### src/rtl/lut_check_pipe_pkg.sv
// Shared types and helpers for the golden-table checker.
package lut_check_pkg;

  typedef enum logic [1:0] {
    IDLE  = 2'd0,
    SWEEP = 2'd1,
    DONE  = 2'd2
  } state_t;

  // Number of entries in a truth table over n inputs.
  function automatic int tt_width(input int n);
    return 1 << n;
  endfunction

endpackage

### src/rtl/bit_delay_line.sv
// Single-bit register chain: o_q[0] is i_d delayed one cycle, o_q[k] one more per stage.
module bit_delay_line #(
  parameter int DEPTH = 2
) (
  input  logic             i_clk,
  input  logic             i_rst_n,
  input  logic             i_d,
  output logic [DEPTH-1:0] o_q
);

  logic [DEPTH-1:0] r_q;

  // Shift every cycle; synchronous clear to zero.
  always_ff @(posedge i_clk) begin
    if (!i_rst_n) begin
      r_q <= '0;
    end else begin
      r_q[0] <= i_d;
      for (int k = 1; k < DEPTH; k++) r_q[k] <= r_q[k-1];
    end
  end

  assign o_q = r_q;

endmodule

### src/rtl/lut_check_pipe.sv
// Golden-table checker for an N_IN-input boolean function, with error statistics,
// a delayed copy of the FUT result and an exhaustive self-test sweep.
module lut_check_pipe
  import lut_check_pkg::*;
#(
  parameter int N_IN        = 3,
  parameter     TRUTH_TABLE = 8'b00111001,
  parameter int DEPTH       = 2,
  parameter int CNT_W       = 8
) (
  input  logic             clock,
  input  logic             reset_n,
  input  logic [N_IN-1:0]  x_in,
  input  logic             valid_in,
  input  logic             z_in,
  input  logic             start,
  input  logic             clr,
  output logic [N_IN-1:0]  x_drv,
  output logic             z_exp,
  output logic             error,
  output logic [DEPTH-1:0] z_pipe,
  output logic [DEPTH-1:0] v_pipe,
  output logic [CNT_W-1:0] err_cnt,
  output logic             err_sticky,
  output logic [N_IN-1:0]  first_err_x,
  output logic             busy,
  output logic             done,
  output logic             pass
);

  localparam int TT_W = tt_width(N_IN);

  // Reject a golden table whose width does not cover every input code.
  if ($bits(TRUTH_TABLE) != TT_W) begin : g_tt_width_chk
    $error("lut_check_pipe: TRUTH_TABLE width must be 2**N_IN");
  end
  if (N_IN < 1 || N_IN > 8 || DEPTH < 1) begin : g_param_chk
    $error("lut_check_pipe: N_IN must be 1..8 and DEPTH >= 1");
  end

  localparam logic [TT_W-1:0] TT = TRUTH_TABLE;

  state_t            r_state;
  state_t            w_state_nxt;
  logic [N_IN-1:0]   r_sweep_x;
  logic [CNT_W-1:0]  r_err_cnt;
  logic              r_err_sticky;
  logic [N_IN-1:0]   r_first_err_x;
  logic              r_pass;

  logic w_sweep;
  logic w_last;
  logic w_check_en;
  logic w_start;
  logic w_clear;

  assign w_sweep    = (r_state == SWEEP);
  assign w_last     = w_sweep && (r_sweep_x == {N_IN{1'b1}});
  assign x_drv      = w_sweep ? r_sweep_x : x_in;
  assign z_exp      = TT[x_drv];
  assign w_check_en = w_sweep | valid_in;
  assign error      = w_check_en & (z_in != z_exp);
  // start/clr only act outside the sweep; start also clears statistics.
  assign w_start    = !w_sweep && start;
  assign w_clear    = !w_sweep && (start || clr);

  // State register.
  always_ff @(posedge clock) begin
    if (!reset_n) r_state <= IDLE;
    else          r_state <= w_state_nxt;
  end

  // Next state: start launches a sweep, the last code ends it.
  always_comb begin
    w_state_nxt = r_state;
    case (r_state)
      IDLE, DONE: if (start) w_state_nxt = SWEEP;
      SWEEP:      if (w_last) w_state_nxt = DONE;
      default:    w_state_nxt = IDLE;
    endcase
  end

  // Sweep code counter and end-of-sweep verdict. Statistics were cleared at
  // start and clr is ignored during the sweep, so the sticky flag plus the
  // current cycle's mismatch tells whether any code failed.
  always_ff @(posedge clock) begin
    if (!reset_n) begin
      r_sweep_x <= '0;
      r_pass    <= 1'b0;
    end else if (w_start) begin
      r_sweep_x <= '0;
      r_pass    <= 1'b0;
    end else if (w_sweep) begin
      r_sweep_x <= r_sweep_x + N_IN'(1);
      if (w_last) r_pass <= !(r_err_sticky || error);
    end
  end

  // Error statistics; a clear discards a mismatch in the same cycle.
  always_ff @(posedge clock) begin
    if (!reset_n || w_clear) begin
      r_err_cnt     <= '0;
      r_err_sticky  <= 1'b0;
      r_first_err_x <= '0;
    end else if (error) begin
      if (r_err_cnt != {CNT_W{1'b1}}) r_err_cnt <= r_err_cnt + CNT_W'(1);
      if (!r_err_sticky) r_first_err_x <= x_drv;
      r_err_sticky <= 1'b1;
    end
  end

  bit_delay_line #(.DEPTH(DEPTH)) u_z_dly (
    .i_clk   (clock),
    .i_rst_n (reset_n),
    .i_d     (z_in),
    .o_q     (z_pipe)
  );

  bit_delay_line #(.DEPTH(DEPTH)) u_v_dly (
    .i_clk   (clock),
    .i_rst_n (reset_n),
    .i_d     (w_check_en),
    .o_q     (v_pipe)
  );

  assign err_cnt     = r_err_cnt;
  assign err_sticky  = r_err_sticky;
  assign first_err_x = r_first_err_x;
  assign busy        = w_sweep;
  assign done        = (r_state == DONE);
  assign pass        = r_pass;

endmodule

### config.mk
export PLATFORM = sky130hd
export DESIGN_NAME = lut_check_pipe
export DESIGN_NICKNAME = d
export VERILOG_FILES = /design/src/rtl/lut_check_pipe_pkg.sv /design/src/rtl/bit_delay_line.sv /design/src/rtl/lut_check_pipe.sv
export SDC_FILE = /design/constraint.sdc
export NUM_CORES = 1
export LEC_CHECK = 0
export CORE_ASPECT_RATIO = 1.5
export CORE_MARGIN = 2
export CORE_UTILIZATION = 48
export CTS_CLUSTER_SIZE = 10
export DETAILED_ROUTE_END_ITERATION = 16
export PLACE_DENSITY_LB_ADDON = 0.12
export SLEW_MARGIN = 15
export SYNTH_ARGS = -nofsm -noshare
export SYNTH_HDL_FRONTEND = slang
export SYNTH_HIERARCHICAL = 1
export SYNTH_SLANG_ARGS = --single-unit
### constraint.sdc
create_clock -name clock -period 3.5 [get_ports clock]
set_clock_uncertainty 0.1 [all_clocks]
set_input_delay 0.7 -clock clock [delete_from_list [all_inputs] [get_ports clock]]
set_output_delay 0.7 -clock clock [all_outputs]
set_load 0.05 [all_outputs]
# After elaboration in Yosys (flattened, before gate mapping)
# Memory sizes are Yosys's and may differ from the RTL's.
# Cells that the tools add are included.
# Widths: inputs -> output; s select.
[word_totals]
reg_bits = 22
rom_bits = 8
input_bits = 9
wordCells = 44
mem_count = 1
[classes]
addsub = 2
order_cmp = 1
eq_ne = 7
muxes = 5
n_bitwise = 4
reduce_logical = 16
[mem_list]
columns = ["name", "words", "width", "read_ports", "rd_clocked_by_memory_dff", "wr", "line_no", "rtl"]
rows = [
  ["(name not given)", 8, 1, 1, 0, 0, "lut_check_pipe.sv:60", "assign z_exp = TT[x_drv];"],
]
[op_table]
columns = ["op", "n"]
rows = [
  ["$add 8x1->8 const B", 1],
  ["$ne 8x8->1 const B", 1],
  ["$reduce_and 2->1", 4],
  ["$lt 3x4->1 const B", 1],
  ["$mux 2", 2],
  ["$pmux 2 s2", 1],
  ["$reduce_or 2->1", 2],
  ["$add 3x1->3 const B", 1],
  ["$eq 3x3->1 const B", 1],
  ["$logic_and 1x1->1", 3],
  ["$logic_not 1->1", 3],
  ["$logic_or 1x1->1", 3],
  ["$mux 3", 1],
  ["$eq 2x1->1 const B", 1],
  ["$eq 2x2->1 const B", 1],
  ["$logic_not 2->1", 1],
  ["$ne 2x1->1 const B", 1],
  ["$ne 2x2->1 const B", 1],
  ["$not 1->1", 2],
  ["$and 1x1->1", 1],
  ["$mux 1", 1],
  ["$ne 1x1->1", 1],
  ["$or 1x1->1", 1],
]

# Longest topological paths before layout
# Gate-level depths: netlist of run 1.
[depth]
depth_word = 8
depth_mapped = 8
mapped_depth_nobuf = 6

# By module
# The synthesis of run 1 kept the hierarchy.
[modules_own_cells]
columns = ["mod", "instances", "cells_each", "area_each_um2"]
rows = [
  ["lut_check_pipe", 1, 115, 928.4],
  ["bit_delay_line", 2, 4, 52.6],
]

# Least setup slack after synthesis of run 1
# No wires, ideal clock.
[synth_path]
path_kind = "reg-to-output"
from = "register r_state[1]"
to = "output port z_exp"
arrival_time_ns = 2.340
required_time_ns = 2.700
setup_slack_ns = 0.360
stages_incl_launch_ff = 7
path_cell_list = "dfxtp_1 > nand2b_1 > buf_2 > inv_1 > clkbuf_1 > a21oi_1 > xnor2_1"
[synth_between]
elab_chain_cells = 4
[synth_lines]
columns = ["item", "line_no", "rtl"]
rows = [
  ["from (decl)", "lut_check_pipe.sv:43", "state_t r_state;"],
  ["from (signal assigned)", "lut_check_pipe.sv:70", "else r_state <= w_state_nxt;"],
  ["$eq 2x1->1", "lut_check_pipe.sv:57", "assign w_sweep = (r_state == SWEEP);"],
  ["net busy", "lut_check_pipe.sv:26", "output logic busy,"],
  ["$mux 3", "lut_check_pipe.sv:59", "assign x_drv = w_sweep ? r_sweep_x : x_in;"],
  ["$mem_v2 8x1", "n/a", ""],
  ["$mux 1 (not written as such)", "lut_check_pipe.sv:60", ""],
  ["to (decl)", "lut_check_pipe.sv:19", "output logic z_exp,"],
]
# The timed path passes the listed nets, and every way through them passes these cells. The select of a mux whose other input is x is not followed.

# Worst setup path after layout of run 1
[layout_path]
from = "register r_state[1]"
to = "output port x_drv[0]"
[layout_between]
elab_chain_cells = 2
[layout_lines]
columns = ["item", "line_no", "rtl"]
rows = [
  ["$eq 2x1->1", "lut_check_pipe.sv:57", ""],
  ["$mux 3", "lut_check_pipe.sv:59", ""],
  ["to (decl)", "lut_check_pipe.sv:18", "output logic [N_IN-1:0] x_drv,"],
]
# Every way passes these cells.

==> metrics.log, run 1 <==
[metrics] register area share after synthesis: 42.62%
[metrics] number of distinct standard cells referenced by the synthesized netlist: 35
[metrics] Post-DP HPWL: 1763 µm
[metrics] fraction of final layout cells sized beyond drive strength 1: 5.769%
[metrics] Ys Warns: 6
[metrics] clock tree buffer depth: 2
[metrics] signal arrival time at the worst endpoint: 2.30 ns
[metrics] Logic pwr share: 27.1%
[metrics] unrepaired setup endpoints after global routing: no
[metrics] share of synthesized flip-flops with an asynchronous set or reset: 0%
[metrics] area of combinational cells with multiple inputs: 545.5 µm²
[metrics] first-pass detailed-route iteration total: 3
[metrics] CORE AREA: 0.002027 mm²
[metrics] hold_buf cts: 0
[metrics] cts repair resizes: 0
[metrics] ys flop type: sky130_fd_sc_hd__dfxtp_1
[metrics] net total in the final layout: 169
[metrics] number of design rule violations left after detail routing: 0
[metrics] GRT Residual Overflow: 0
[metrics] measured slew at the worst slew-check pin: 0.5072 ns
[metrics] clk sinks: 22
[metrics] clock tree from TritonCTS: done
[metrics] count of buffers from port buffering: 32
[metrics] width of the die: 41.89 µm
[metrics] CP Capture Type: output pin
[metrics] Die Outline Area: 0.002548 mm²
[metrics] per-cell via count in the routed design: 5.478
[metrics] final weighted congestion in routability-driven placement: 0.7768
[metrics] H-tree level count: 1
[metrics] antenna-violating nets left: 0
[metrics] number of global-route vias before repair: 884
[metrics] wire length per cell: 13.00 µm
[metrics] total standard cell area after synthesis: 0.001033 mm²
[metrics] Diodes inserted: 0
[metrics] switching share of power: 32.11%
[metrics] type of the tightest min-delay check: reg -> reg
[metrics] reported net switching power: 178.0 µW
[metrics] Placement Cell Area: 0.001374 mm²
[metrics] synthesized area per cell: 8.402 µm²
[metrics] Worst Path Class, Setup: reg -> out
[metrics] worst slack, placed: 0.5121 ns
[metrics] y dimension of the die: 60.83 µm
[metrics] DR vias: 975
[metrics] number of CTS-inserted buffers: 3
[metrics] highest clock frequency the design can meet: 0.3223 GHz
[metrics] number of max-cap violations: 0
[metrics] clock transition at the register clock pins on the worst setup and hold paths after CTS: 0.12 ns
[metrics] synthesized instance count: 123
[metrics] wire length of the first global-routing pass: 3898 µm
[metrics] Power Dens Cells: 393.2 mW/mm²
[metrics] Hold Violations, Final: 0
[metrics] worst slew margin relative to its limit: 65.83%
[metrics] Iteration-0 DRC Markers: 18
[metrics] storage element area: 440.4 µm²
[metrics] clock insertion delay at the later pin of the skew report: 0.30 ns
[metrics] sequential group share of total power: 47.8%
[metrics] total negative slack for setup checks: 0 ns
[metrics] worst hold path stage count: 2
[metrics] Area Overhead vs Synth: 36.44%
[metrics] post-route design area: 0.001410 mm²
[metrics] fin crit period: 3.103 ns
[metrics] category of the worst setup path launch point: register
[metrics] nets in the synthesized netlist: 135
[metrics] depth of the worst register-to-register path: 6
[metrics] endpoints failing setup: 0
[metrics] largest vdd supply drop: 0.2922 mV
[metrics] final clock period utilization by the worst path: 88.65%
[metrics] Int Power: 376.4 µW
[metrics] cell row count: 20
[metrics] number of enable-type register cells in the synthesized netlist: 0
[metrics] largest net degree at the start of global routing: 16
[metrics] required time of the critical path: 2.70 ns
[metrics] number of I/O pins: 33
[metrics] antenna violations before repair: 0
[metrics] GRT Util Overall: 20.09%
[metrics] Clock Root Buffer: sky130_fd_sc_hd__clkbuf_4
[metrics] fillcell total: 160
[metrics] Starting Density: 50.99%
[metrics] status: complete, no violations
[metrics] Max Transition Viols Final: 0
[metrics] static leakage: 0.0005457 µW
[metrics] number of buffers inserted to repair setup after CTS: 0
[metrics] largest fanout on the critical path: 13
[metrics] final worst slack: 0.3974 ns
[metrics] overall routed net length: 2314 µm
[metrics] Clock power frac: 25.1%
[metrics] number of synthesized register bits: 22
path summary, 6_finish.rpt:
path	slack, ns	endpoint	start
worst max register to register	1.49	err_cnt[3]	r_state[1]
worst min-delay path	0.37	pass	pass
worst max-delay path	0.40	x_drv[0]	r_state[1]
worst min register to register	0.37	pass	pass
area by class of cell:
| type | count | area share [%] |
|---|---|---|
| inverter | 6 | 1.597 |
| sequential | 22 | 31.23 |
| tap | 22 | 1.952 |
| clock buffer | 4 | 2.573 |
| multi-input combinational | 89 | 38.69 |
| timing repair buffer | 35 | 23.96 |
per-stage QoR:
stage               util, %  power, µW  hold slack (ns)  cells
global route          69.57      578.4           0.3963    178
detailed placement    67.78      420.5           0.3461    174
global placement      67.78      418.6           0.3434    174
finish                69.57      554.5           0.3664    178
floorplan                 -      369.1           0.3627    123
CTS                   69.57      559.6           0.3664    178
cells in the final DEF (no fill, tap or decap), types with 4 or more instances in the layout:
master                            instances
sky130_fd_sc_hd__nor3_1                   5
sky130_fd_sc_hd__nand2_1                 15
sky130_fd_sc_hd__buf_4                    5
sky130_fd_sc_hd__nor2_1                   4
sky130_fd_sc_hd__and3_1                   4
sky130_fd_sc_hd__a21oi_1                 12
sky130_fd_sc_hd__xnor2_1                  5
sky130_fd_sc_hd__nand3_1                  6
sky130_fd_sc_hd__o21ai_0                  4
sky130_fd_sc_hd__inv_1                    5
sky130_fd_sc_hd__dfxtp_1                 22
sky130_fd_sc_hd__and2_1                   5
sky130_fd_sc_hd__clkdlybuf4s50_1         30
Yosys cell counts, drive strengths merged (3+ instances only):
master / number / share of area, %
and2: 5 / 3.0
inv: 5 / 1.8
nor3: 5 / 2.4
and3: 4 / 2.4
ha: 3 / 3.6
nand2: 15 / 5.4
xnor2: 5 / 4.2
o21ai: 4 / 1.9
nand3: 6 / 2.9
dfxtp: 22 / 43
clkbuf: 4 / 1.5
nand2b: 3 / 1.8
a21oi: 12 / 5.8
nor2: 4 / 1.5
critical path, stage by stage (launching register included):
cell	delay (ns)
sky130_fd_sc_hd__dfxtp_1	0.32
sky130_fd_sc_hd__nand2b_1	0.30
sky130_fd_sc_hd__inv_1	0.38
sky130_fd_sc_hd__nand2_1	0.10
sky130_fd_sc_hd__nand2_1	0.09
sky130_fd_sc_hd__clkdlybuf4s50_1	0.81
power by group through the flow:
stage                     logic (µW)  clock network, µW  registers (µW)
final                            150                139             265
after global routing             161                152             266
after CTS                        151                144             265
after detailed placement         150                  0             270
after global placement           149                  0             270
after floorplan                 77.2                  0             292
logic make-up after synthesis:
group / synth area share [%]
simple gates: 24.33
flops: 42.61
compound gates: 18.77
buf+inv: 4.600
fa+ha+maj: 3.632
mux: 0.9686
xor+xnor: 5.085
registers in the layout, summed over array words and instances (netlist names):
register and count:
first_err_x 3, u_v_dly/o_q 2, pass 1, r_sweep_x 3, r_state 2, err_sticky 1
u_z_dly/o_q 2, err_cnt 8
routing by layer:
layer	track usage (%)	up-vias	routed length, µm
met5	0	-	0
met4	11.06	0	35
met3	1.786	4	79
met2	36.83	24	1227
met1	23.06	440	972
li1	-	507	-
(Power assumes the default switching activity.)
==> run 2: changes to the inputs <==
--- a/config.mk
+++ b/config.mk
@@ -7,7 +7,7 @@
 export LEC_CHECK = 0
 export CORE_ASPECT_RATIO = 1.5
 export CORE_MARGIN = 2
-export CORE_UTILIZATION = 48
+export CORE_UTILIZATION = 35
 export CTS_CLUSTER_SIZE = 10
 export DETAILED_ROUTE_END_ITERATION = 16
 export PLACE_DENSITY_LB_ADDON = 0.12
==> run 2 against run 1 <==
Routed wire length rose by 3.0%. Via count rose by 0.31%. First-iteration DRC count fell by 22%. Die area rose by 34%. Hold slack improved by 0.0013 ns. Final area rose by 3.4%. Power rose by 6.9%. Sequential cell count did not move. Clock power rose by 27%. Utilization fell by 18 points. Setup slack improved by 0.069 ns. Critical path depth fell by 1. Highest routed layer unchanged.
==> metrics.log, run 2 (synthesized netlist as in run 1, its figures left out) <==
[metrics] H-tree level count: 1 (unchanged)
[metrics] clock transition at the register clock pins on the worst setup and hold paths after CTS: 0.07 ns (was 0.12 ns)
[metrics] Placement Cell Area: 0.001403 mm² (was 0.001374 mm²)
[metrics] clock tree from TritonCTS: done (unchanged)
[metrics] measured slew at the worst slew-check pin: 0.4963 ns (was 0.5072 ns)
[metrics] largest vdd supply drop: 0.2332 mV (was 0.2922 mV)
[metrics] type of the tightest min-delay check: reg -> reg (unchanged)
[metrics] final clock period utilization by the worst path: 86.67% (was 88.65%)
[metrics] number of max-cap violations: 0 (unchanged)
[metrics] commonest non-fill, non-tap cell in the layout: sky130_fd_sc_hd__clkdlybuf4s50_1 (unchanged)
[metrics] Area Overhead vs Synth: 41.04% (was 36.44%)
[metrics] antenna violations before repair: 0 (unchanged)
[metrics] Max Transition Viols Final: 0 (unchanged)
[metrics] Worst Path Class, Setup: in -> out (was reg -> out)
[metrics] width of the die: 48.37 µm (was 41.89 µm)
[metrics] worst slew margin relative to its limit: 66.81% (was 65.83%)
[metrics] per-cell via count in the routed design: 4.990 (was 5.478)
[metrics] required time of the critical path: 2.70 ns (about the same)
[metrics] launching element of the worst setup path: x_in[1] (was r_state[1])
[metrics] Die Outline Area: 0.003413 mm² (was 0.002548 mm²)
[metrics] endpoints failing setup: 0 (unchanged)
[metrics] Iteration-0 DRC Markers: 14 (was 18)
[metrics] largest fanout on the critical path: 3 (was 13)
[metrics] net total in the final layout: 170 (was 169)
[metrics] status: complete, no violations (unchanged)
[metrics] fin crit period: 3.034 ns (was 3.103 ns)
[metrics] category of the worst setup path launch point: primary input (was register)
[metrics] Hold Violations, Final: 0 (unchanged)
[metrics] slowest stage cell on the critical path: sky130_fd_sc_hd__clkdlybuf4s50_1 (unchanged)
[metrics] Post-DP HPWL: 1838 µm (was 1763 µm)
[metrics] worst-path cell chain: clkdlybuf4s50_1 -> mux2i_1 -> inv_1 -> clkdlybuf4s50_1 (was nand2b_1 -> inv_1 -> nand2_1 -> nand2_1 -> clkdlybuf4s50_1)
[metrics] unrepaired setup endpoints after global routing: no (unchanged)
[metrics] wire length of the first global-routing pass: 4091 µm (was 3898 µm)
[metrics] Clock Root Buffer: sky130_fd_sc_hd__clkbuf_8 (was sky130_fd_sc_hd__clkbuf_4)
[metrics] GRT Residual Overflow: 0 (unchanged)
[metrics] antenna-violating nets left: 0 (unchanged)
[metrics] commonest cells after routing, fill and taps aside: 30 x sky130_fd_sc_hd__clkdlybuf4s50_1, 22 x sky130_fd_sc_hd__dfxtp_1, 15 x sky130_fd_sc_hd__nand2_1 (unchanged)
[metrics] first-pass detailed-route iteration total: 6 (was 3)
[metrics] hold_buf cts: 0 (unchanged)
[metrics] total negative slack for setup checks: 0 ns (unchanged)
[metrics] cts repair resizes: 0 (unchanged)
[metrics] clock tree buffer depth: 2 (unchanged)
[metrics] overall routed net length: 2384 µm (was 2314 µm)
[metrics] y dimension of the die: 70.55 µm (was 60.83 µm)
[metrics] largest net degree at the start of global routing: 16 (unchanged)
[metrics] Power Dens Cells: 406.5 mW/mm² (was 393.2 mW/mm²)
[metrics] GRT Util Overall: 14.66% (was 20.09%)
[metrics] fraction of final layout cells sized beyond drive strength 1: 6.369% (was 5.769%)
[metrics] worst min-delay path startpoint: u_z_dly/o_q[0] (was pass)
[metrics] max reg flops: 8 (unchanged)
[metrics] Critical Path Most Common Cell: sky130_fd_sc_hd__clkdlybuf4s50_1 (was sky130_fd_sc_hd__nand2_1)
[metrics] highest clock frequency the design can meet: 0.3296 GHz (was 0.3223 GHz)
[metrics] number of design rule violations left after detail routing: 0 (unchanged)
[metrics] CP Capture Type: output pin (unchanged)
[metrics] Diodes inserted: 0 (unchanged)
[metrics] final weighted congestion in routability-driven placement: 0.7501 (was 0.7768)
[metrics] number of CTS-inserted buffers: 3 (unchanged)
[metrics] count of buffers from port buffering: 32 (unchanged)
[metrics] clk sinks: 22 (unchanged)
[metrics] Starting Density: 36.23% (was 50.99%)
[metrics] static leakage: 0.0005580 µW (was 0.0005457 µW)
[metrics] DR vias: 978 (was 975)
[metrics] post-route design area: 0.001458 mm² (was 0.001410 mm²)
[metrics] number of I/O pins: 33 (unchanged)
[metrics] signal arrival time at the worst endpoint: 2.23 ns (was 2.30 ns)
[metrics] slowest stage delay, CP: 0.70 ns (was 0.81 ns)
[metrics] cell row count: 24 (was 20)
[metrics] launching point of the worst reg2reg path: r_sweep_x[2] (was r_state[1])
[metrics] Fin Hold WS: 0.3678 ns (was 0.3664 ns)
[metrics] number of buffers inserted to repair setup after CTS: 0 (unchanged)
[metrics] CORE AREA: 0.002853 mm² (was 0.002027 mm²)
[metrics] clock insertion delay at the later pin of the skew report: 0.25 ns (was 0.30 ns)
[metrics] number of global-route vias before repair: 988 (was 884)
[metrics] wire length per cell: 12.16 µm (was 13.00 µm)
[run 2: layout make-up]
type	count	area, µm²
flip-flops and latches	22	440.4
repair buffers	36	345.3
clock buffers	4	55.05
inverters	6	22.52
well taps	39	48.80
fillers	291	1395
multi-input cells	89	545.5
[run 2: through the flow]
stage	std cells	setup WS [ns]	total power (µW)	utilization (%)
2_1_floorplan	123	0.3599	369.1	-
3_3_place_gp	192	0.4829	421.5	49.17
3_5_place_dp	192	0.4576	422.6	49.17
4_1_cts	196	0.4595	605.0	51.10
5_1_grt	196	0.3912	622.5	51.10
6_report	196	0.4664	592.5	51.10
[run 2: worst paths after layout]
path                    end  slack, ns  cells after the start
max reg2reg      err_cnt[3]       1.53                      6
min reg2reg  u_z_dly/o_q[1]       0.37                      1
min          u_z_dly/o_q[1]       0.37                      1
max                x_drv[1]       0.47                      4
[run 2: critical path, delay by kind of cell]
family,cells,cell delay (ns)
buffers and inverters,3,1.21
muxes,1,0.32
[run 2: per-layer routing]
metal | part of all wire [%] | wire (µm) | vias up | global-route usage [%]
li1 | - | - | 508 | -
met1 | 42 | 1004 | 446 | 15.91
met2 | 54 | 1281 | 22 | 27.93
met3 | 3.1 | 75 | 2 | 2.110
met4 | 0.96 | 23 | 0 | 6.349
met5 | 0 | 0 | - | 0
[run 2: where the power goes]
group / switching [µW] / internal, µW / leakage [µW]
logic: 95.9 / 55.4 / 0.000350
clock network: 77.0 / 100 / 0.0000288
registers: 5.67 / 259 / 0.000179
total: 179 / 414 / 0.000558
==> run 3: changes to the inputs <==
--- a/config.mk
+++ b/config.mk
@@ -14,5 +14,4 @@
 export SLEW_MARGIN = 15
 export SYNTH_ARGS = -nofsm -noshare
 export SYNTH_HDL_FRONTEND = slang
-export SYNTH_HIERARCHICAL = 1
 export SYNTH_SLANG_ARGS = --single-unit
==> run 3 against run 2 <==
Hold slack got worse by 0.0080 ns. Utilization increased by 0.62 points. Power increased by 14%. Area after synthesis is 2.5% higher. Global-route usage increased by 0.94 points. Sequential cell count is the same. Final area up 3.3%. Routed wire length increased by 5.9%. Setup slack worse by 0.22 ns. Highest routed layer unchanged. Cell count decreased by 1.5%. Non-clock buffer count down 1. Via count increased by 3.6%.
==> metrics.log, run 3 <==
[metrics] Worst Path Class, Setup: reg -> out (was in -> out)
[metrics] total negative slack for setup checks: 0 ns (unchanged)
[metrics] number of enable-type register cells in the synthesized netlist: 0 (unchanged)
[metrics] Clock Root Buffer: sky130_fd_sc_hd__clkbuf_8 (unchanged)
[metrics] fin crit period: 3.250 ns (was 3.034 ns)
[metrics] hold_buf cts: 0 (unchanged)
[metrics] highest clock frequency the design can meet: 0.3077 GHz (was 0.3296 GHz)
[metrics] clock insertion delay at the later pin of the skew report: 0.26 ns (was 0.25 ns)
[metrics] Ys Warns: 0 (was 6)
[metrics] slowest stage cell on the critical path: sky130_fd_sc_hd__clkdlybuf4s50_1 (unchanged)
[metrics] nets in the synthesized netlist: 131 (was 135)
[metrics] Final Non-Filler Cells: 193 (was 196)
[metrics] GRT Util Overall: 15.60% (was 14.66%)
[metrics] type of the tightest min-delay check: reg -> reg (unchanged)
[metrics] largest net degree at the start of global routing: 16 (unchanged)
[metrics] fin util: 51.72% (was 51.10%)
[metrics] net total in the final layout: 167 (was 170)
[metrics] number of distinct standard cells referenced by the synthesized netlist: 37 (was 35)
[metrics] GRT Residual Overflow: 0 (unchanged)
[metrics] Max Transition Viols Final: 0 (unchanged)
[metrics] cts repair resizes: 0 (unchanged)
[metrics] antenna-violating nets left: 0 (unchanged)
[metrics] Die Outline Area: 0.003493 mm² (was 0.003413 mm²)
[metrics] synthesized instance count: 119 (was 123)
[metrics] Starting Density: 36.38% (was 36.23%)
[metrics] measured slew at the worst slew-check pin: 0.4986 ns (was 0.4963 ns)
[metrics] antenna violations before repair: 0 (unchanged)
[metrics] clk sinks: 22 (unchanged)
[metrics] wire length per cell: 13.08 µm (was 12.16 µm)
[metrics] Fin Hold WS: 0.3598 ns (was 0.3678 ns)
[metrics] max reg flops: 8 (unchanged)
[metrics] Post-DP HPWL: 1980 µm (was 1838 µm)
[metrics] number of design rule violations left after detail routing: 0 (unchanged)
[metrics] worst slew margin relative to its limit: 66.66% (was 66.81%)
[metrics] commonest cells after routing, fill and taps aside: 30 x sky130_fd_sc_hd__clkdlybuf4s50_1, 22 x sky130_fd_sc_hd__dfxtp_1, 13 x sky130_fd_sc_hd__nand2_1 (was 30 x sky130_fd_sc_hd__clkdlybuf4s50_1, 22 x sky130_fd_sc_hd__dfxtp_1, 15 x sky130_fd_sc_hd__nand2_1)
[metrics] global-route met2 utilization: 29.68% (was 27.93%)
[metrics] wire length of the first global-routing pass: 4319 µm (was 4091 µm)
[metrics] unrepaired setup endpoints after global routing: no (unchanged)
[metrics] overall routed net length: 2524 µm (was 2384 µm)
[metrics] H-tree level count: 1 (unchanged)
[metrics] clock tree buffer depth: 2 (unchanged)
[metrics] slowest stage delay, CP: 0.88 ns (was 0.70 ns)
[metrics] Iteration-0 DRC Markers: 12 (was 14)
[metrics] CORE AREA: 0.002913 mm² (was 0.002853 mm²)
[metrics] largest fanout on the critical path: 13 (was 3)
[metrics] ys flop type: sky130_fd_sc_hd__dfxtp_1 (unchanged)
[metrics] CP Capture Type: output pin (unchanged)
[metrics] clock transition at the register clock pins on the worst setup and hold paths after CTS: 0.08 ns (was 0.07 ns)
[metrics] static leakage: 0.0005646 µW (was 0.0005580 µW)
[metrics] endpoints failing setup: 0 (unchanged)
[metrics] Power Dens Cells: 447.0 mW/mm² (was 406.5 mW/mm²)
[metrics] number of max-cap violations: 0 (unchanged)
[metrics] number of buffers inserted to repair setup after CTS: 0 (unchanged)
[metrics] number of CTS-inserted buffers: 3 (unchanged)
[metrics] final weighted congestion in routability-driven placement: 0.8112 (was 0.7501)
[metrics] first-pass detailed-route iteration total: 4 (was 6)
[metrics] fraction of met3 tracks used by global routing: 2.917% (was 2.110%)
[metrics] main area contributors after synthesis: sky130_fd_sc_hd__dfxtp_1 42%, sky130_fd_sc_hd__a21oi_1 5.7%, sky130_fd_sc_hd__nand2_1 4.6% (was sky130_fd_sc_hd__dfxtp_1 43%, sky130_fd_sc_hd__a21oi_1 5.8%, sky130_fd_sc_hd__nand2_1 5.4%)
[metrics] number of I/O pins: 33 (unchanged)
[metrics] signal arrival time at the worst endpoint: 2.45 ns (was 2.23 ns)
[metrics] biggest area consumer among synthesized cells: sky130_fd_sc_hd__dfxtp_1 (unchanged)
[metrics] category of the worst setup path launch point: register (was primary input)
[metrics] fraction of final layout cells sized beyond drive strength 1: 9.091% (was 6.369%)
[metrics] register area share after synthesis: 41.56% (was 42.62%)
[metrics] Top Usage Layer GRT: met2 (unchanged)
[metrics] worst-path cell chain: nand2b_1 -> inv_1 -> o21ai_0 -> clkdlybuf4s50_1 (was clkdlybuf4s50_1 -> mux2i_1 -> inv_1 -> clkdlybuf4s50_1)
[metrics] y dimension of the die: 71.39 µm (was 70.55 µm)
[metrics] required time of the critical path: 2.70 ns (about the same)
[metrics] per-cell via count in the routed design: 5.249 (was 4.990)
[metrics] synthesized area per cell: 8.906 µm² (was 8.402 µm²)
[metrics] leading cell types by count after synthesis: 22 x sky130_fd_sc_hd__dfxtp_1, 13 x sky130_fd_sc_hd__nand2_1, 12 x sky130_fd_sc_hd__a21oi_1 (was 22 x sky130_fd_sc_hd__dfxtp_1, 15 x sky130_fd_sc_hd__nand2_1, 12 x sky130_fd_sc_hd__a21oi_1)
[metrics] number of global-route vias before repair: 982 (was 988)
[metrics] share of synthesized flip-flops with an asynchronous set or reset: 0% (unchanged)
[metrics] final clock period utilization by the worst path: 92.87% (was 86.67%)
[metrics] clock tree from TritonCTS: done (unchanged)
[metrics] Area Overhead vs Synth: 42.15% (was 41.04%)
[metrics] width of the die: 48.93 µm (was 48.37 µm)
[metrics] total standard cell area after synthesis: 0.001060 mm² (was 0.001033 mm²)
[metrics] Yosys top cell area share: 41.56% (was 42.62%)
[metrics] cell row count: 24 (unchanged)
[metrics] number of synthesized register bits: 22 (unchanged)
[metrics] met1 usage in global routing: 16.36% (was 15.91%)
[metrics] DR vias: 1013 (was 978)
[metrics] status: complete, no violations (unchanged)
[metrics] Diodes inserted: 0 (unchanged)
[metrics] fillcell total: 308 (was 291)
[metrics] commonest non-fill, non-tap cell in the layout: sky130_fd_sc_hd__clkdlybuf4s50_1 (unchanged)
[metrics] number of placed instances, taps included: 189 (was 192)
[metrics] count of buffers from port buffering: 32 (unchanged)
[metrics] largest vdd supply drop: 0.2134 mV (was 0.2332 mV)
[metrics] top-count cell post-synth: sky130_fd_sc_hd__dfxtp_1 (unchanged)
[metrics] Hold Violations, Final: 0 (unchanged)
run 3: changes by cell type after synthesis, moves of 3 or more:
cell                      previous run  this run
sky130_fd_sc_hd__nor2_1              4         8
sky130_fd_sc_hd__and3_1              4         1
sky130_fd_sc_hd__nor3_1              5         2
sky130_fd_sc_hd__xnor2_1             5         2
run 3: logic make-up after synthesis:
group / synth area share, %
AOI/OAI and AO/OA: 18.65
buffers and inverters: 3.659
adders and majority gates: 3.542
and+or+nand+nor: 24.32
xor gates and xnor gates: 6.139
muxes: 2.125
DFF: 41.56
run 3: power breakdown:
group / switching [µW] / leakage (µW) / internal [µW] / total [µW]
Sequential: 6.98 / 0.000179 / 259 / 266
Clock: 80.3 / 0.0000357 / 153 / 233
Combinational: 108 / 0.000350 / 66.4 / 174
Total: 195 / 0.000565 / 478 / 673
run 3: area by class of cell:
type	count	area, µm²	share of cell area [%]
multi-input combinational	89	580.6	38.54
sequential	22	440.4	29.24
timing repair buffer	35	350.3	23.26
tap	39	48.80	3.239
clock buffer	3	41.29	2.741
clock inverter	1	30.03	1.993
inverter	4	15.01	0.9967
run 3: critical path: cells and delay by family, from the launching register on:
kind            cells  cell delay [ns]
simple gates        1             0.32
compound gates      1             0.38
flops               1             0.34
buf+inv             2             1.15
run 3: metrics by stage:
stage | total power, µW | worst slack (ns) | area, µm²
finish | 673.3 | 0.2497 | 1506
global placement | 446.4 | 0.4227 | 1435
floorplan | 387.2 | 0.4313 | 1060
detailed placement | 447.0 | 0.3691 | 1435
CTS | 682.8 | 0.2754 | 1506
global route | 702.7 | 0.1662 | 1506
run 3: final timing paths:
kind,start,endpoint,slack [ns],cells past startpoint
setup reg to reg,r_state[1],err_cnt[5],1.04,6
hold reg to reg,u_v_dly.o_q[0],u_v_dly.o_q[1],0.36,1
setup / recovery,r_state[1],x_drv[2],0.25,4
hold / removal,u_v_dly.o_q[0],u_v_dly.o_q[1],0.36,1
run 3: metal layers:
metal	share of wire, %	vias up	wire (µm)
li1	-	505	-
met1	41	470	1031
met2	53	36	1330
met3	5.7	2	143
met4	0.75	0	19
met5	0	-	0
==> edit, RTL diff (flow settings as in run 2) <==
The parameter `CNT_W` goes from 8 to 6.
--- a/src/rtl/lut_check_pipe.sv
+++ b/src/rtl/lut_check_pipe.sv
@@ -8,3 +8,3 @@
   parameter int DEPTH       = 2,
-  parameter int CNT_W       = 8
+  parameter int CNT_W       = 6
 ) (
Ports: changed (resized err_cnt); port bits go from 33 to 31. The function was not compared with the original's and may differ.
==> edit against run 2 <==
  * Synthesized cell count down 14%
  * Count of clock-buffer cells in the layout down 1
  * Via count down 9.1%
  * Synthesized area down 8.0%
  * Wire length down 2.5%
  * Die area down 7.4%
  * Worst setup slack worse by 0.12 ns
  * Sequential cell count down 2
  * Final cell count down 11%
  * Final area down 8.7%
  * Power down 5.7%
  * Critical path type unchanged
==> edit: results (changes against run 2) <==
qor: global_route.grt_pass1_vias 891 [-9.8%]
qor: clock_tree.clk_latency 0.26 ns
qor: yosys.synth.yosys.seq_area_share 42.1% [-0.51 points]
qor: placed_design.post-place-cells 171 [-11%]
qor: route.viasPerCell 5.11 [+2.4%]
qor: route.dr.pass1.iters 4 [-2]
qor: min_path.hold_start pass
qor: yosys.post_synth_most_frequent_cells 20 x sky130_fd_sc_hd__dfxtp_1, 16 x sky130_fd_sc_hd__nand2_1, 9 x sky130_fd_sc_hd__a21oi_1, 7 x sky130_fd_sc_hd__inv_1
qor: critical_path.crit_fanout 9 [+6]
qor: placed_design.dpl-instance-area 1290 µm² [-8.0%]
qor: critical_path.worst-endpoint-arrival 2.35 ns [+0.12 ns]
qor: yosys.post_synth.cell_area_avg 8.97 µm² [+6.8%]
qor: final_layout.num-nets-final 151 [-11%]
qor: critical_path.cp_slowest_stage_delay 0.46 ns [-0.24 ns]
qor: critical_path.critical_path_startpoint x_in[2]
qor: pwr.max-vdd-ir-drop 0.256 mV [+9.8%]
qor: placed_design.dp_hpwl 1.76 mm [-4.0%]
qor: route.wire_per_inst 13.4 µm [+9.8%]
qor: outcome.run_status completed
qor: yosys.yosys.cell_types.count 34 [-2.9%]
qor: final_layout.fillers 257 [-12%]
qor: global_route.groute.usage.overall 17.1% [+2.4 points]
qor: critical_path.critical_path.reg2reg.startpoint r_state[1]
qor: placed_design.place.gp.congestion 0.744 [-0.84%]
qor: route.drt-initial-drc-count 23 [+9]
qor: route.detail_route.wirelength 2.32 mm [-2.5%]
qor: sta.max-slew-margin-rel 57.9% [-8.9 points]
qor: global_route.grt_max_degree 13 [-3]
qor: global_route.grt_pass1_wl 3.81 mm [-6.9%]
qor: pwr.leakage 0.000517 µW [-7.4%]
[edit: report_power, final]
part / leakage, µW / internal (µW) / switching, µW
clock network: 0.0000216 / 76.7 / 71.5
registers: 0.000163 / 237 / 7.41
logic: 0.000332 / 62.7 / 104
total: 0.000517 / 376 / 183
[edit: through the flow]
step | utilization (%) | power (µW) | worst slack (ns) | hold WS (ns)
global route | 50.8 | 584 | 0.208 | 0.399
detailed placement | 49.3 | 416 | 0.344 | 0.346
floorplan | - | 360 | 0.443 | 0.362
CTS | 50.8 | 566 | 0.330 | 0.360
finish | 50.8 | 559 | 0.345 | 0.360
global placement | 49.3 | 414 | 0.422 | 0.344
[edit: area by class of cell]
class,instances,area share [%]
Multi-Input combinational cell,77,38.3
Timing Repair Buffer,30,23.1
Inverter,7,1.97
Clock buffer,3,3.10
Sequential cell,20,30.1
Tap cell,37,3.48
[edit: cell families after synthesis]
logic type	count (synthesis)	share of synthesized area, %
AO/OA/AOI/OAI	24	15.7
XOR/XNOR	4	6.97
adder cells (fa/ha/maj)	3	3.95
buffers and inverters	9	4.34
flip-flops	20	42.1
multiplexers	2	3.42
AND/OR/NAND/NOR	44	23.6
[edit: path summary, 6_finish.rpt]
kind              slack [ns]  depth (start not counted)    endpoint
setup / recovery        0.35                          7       error
hold / removal          0.36                          2        pass
setup reg to reg        1.14                          5  err_cnt[3]
hold reg to reg         0.36                          2        pass
[edit: layer usage]
layer  up-vias  part of all wire [%]  wire, µm  GRT usage (%)
li1        437                     -         -              -
met5         -                     0         0              0
met3         4                   4.4       103           2.37
met1       417                    42       978           18.7
met2        31                    52      1200           30.2
met4         0                   1.6        38           9.64
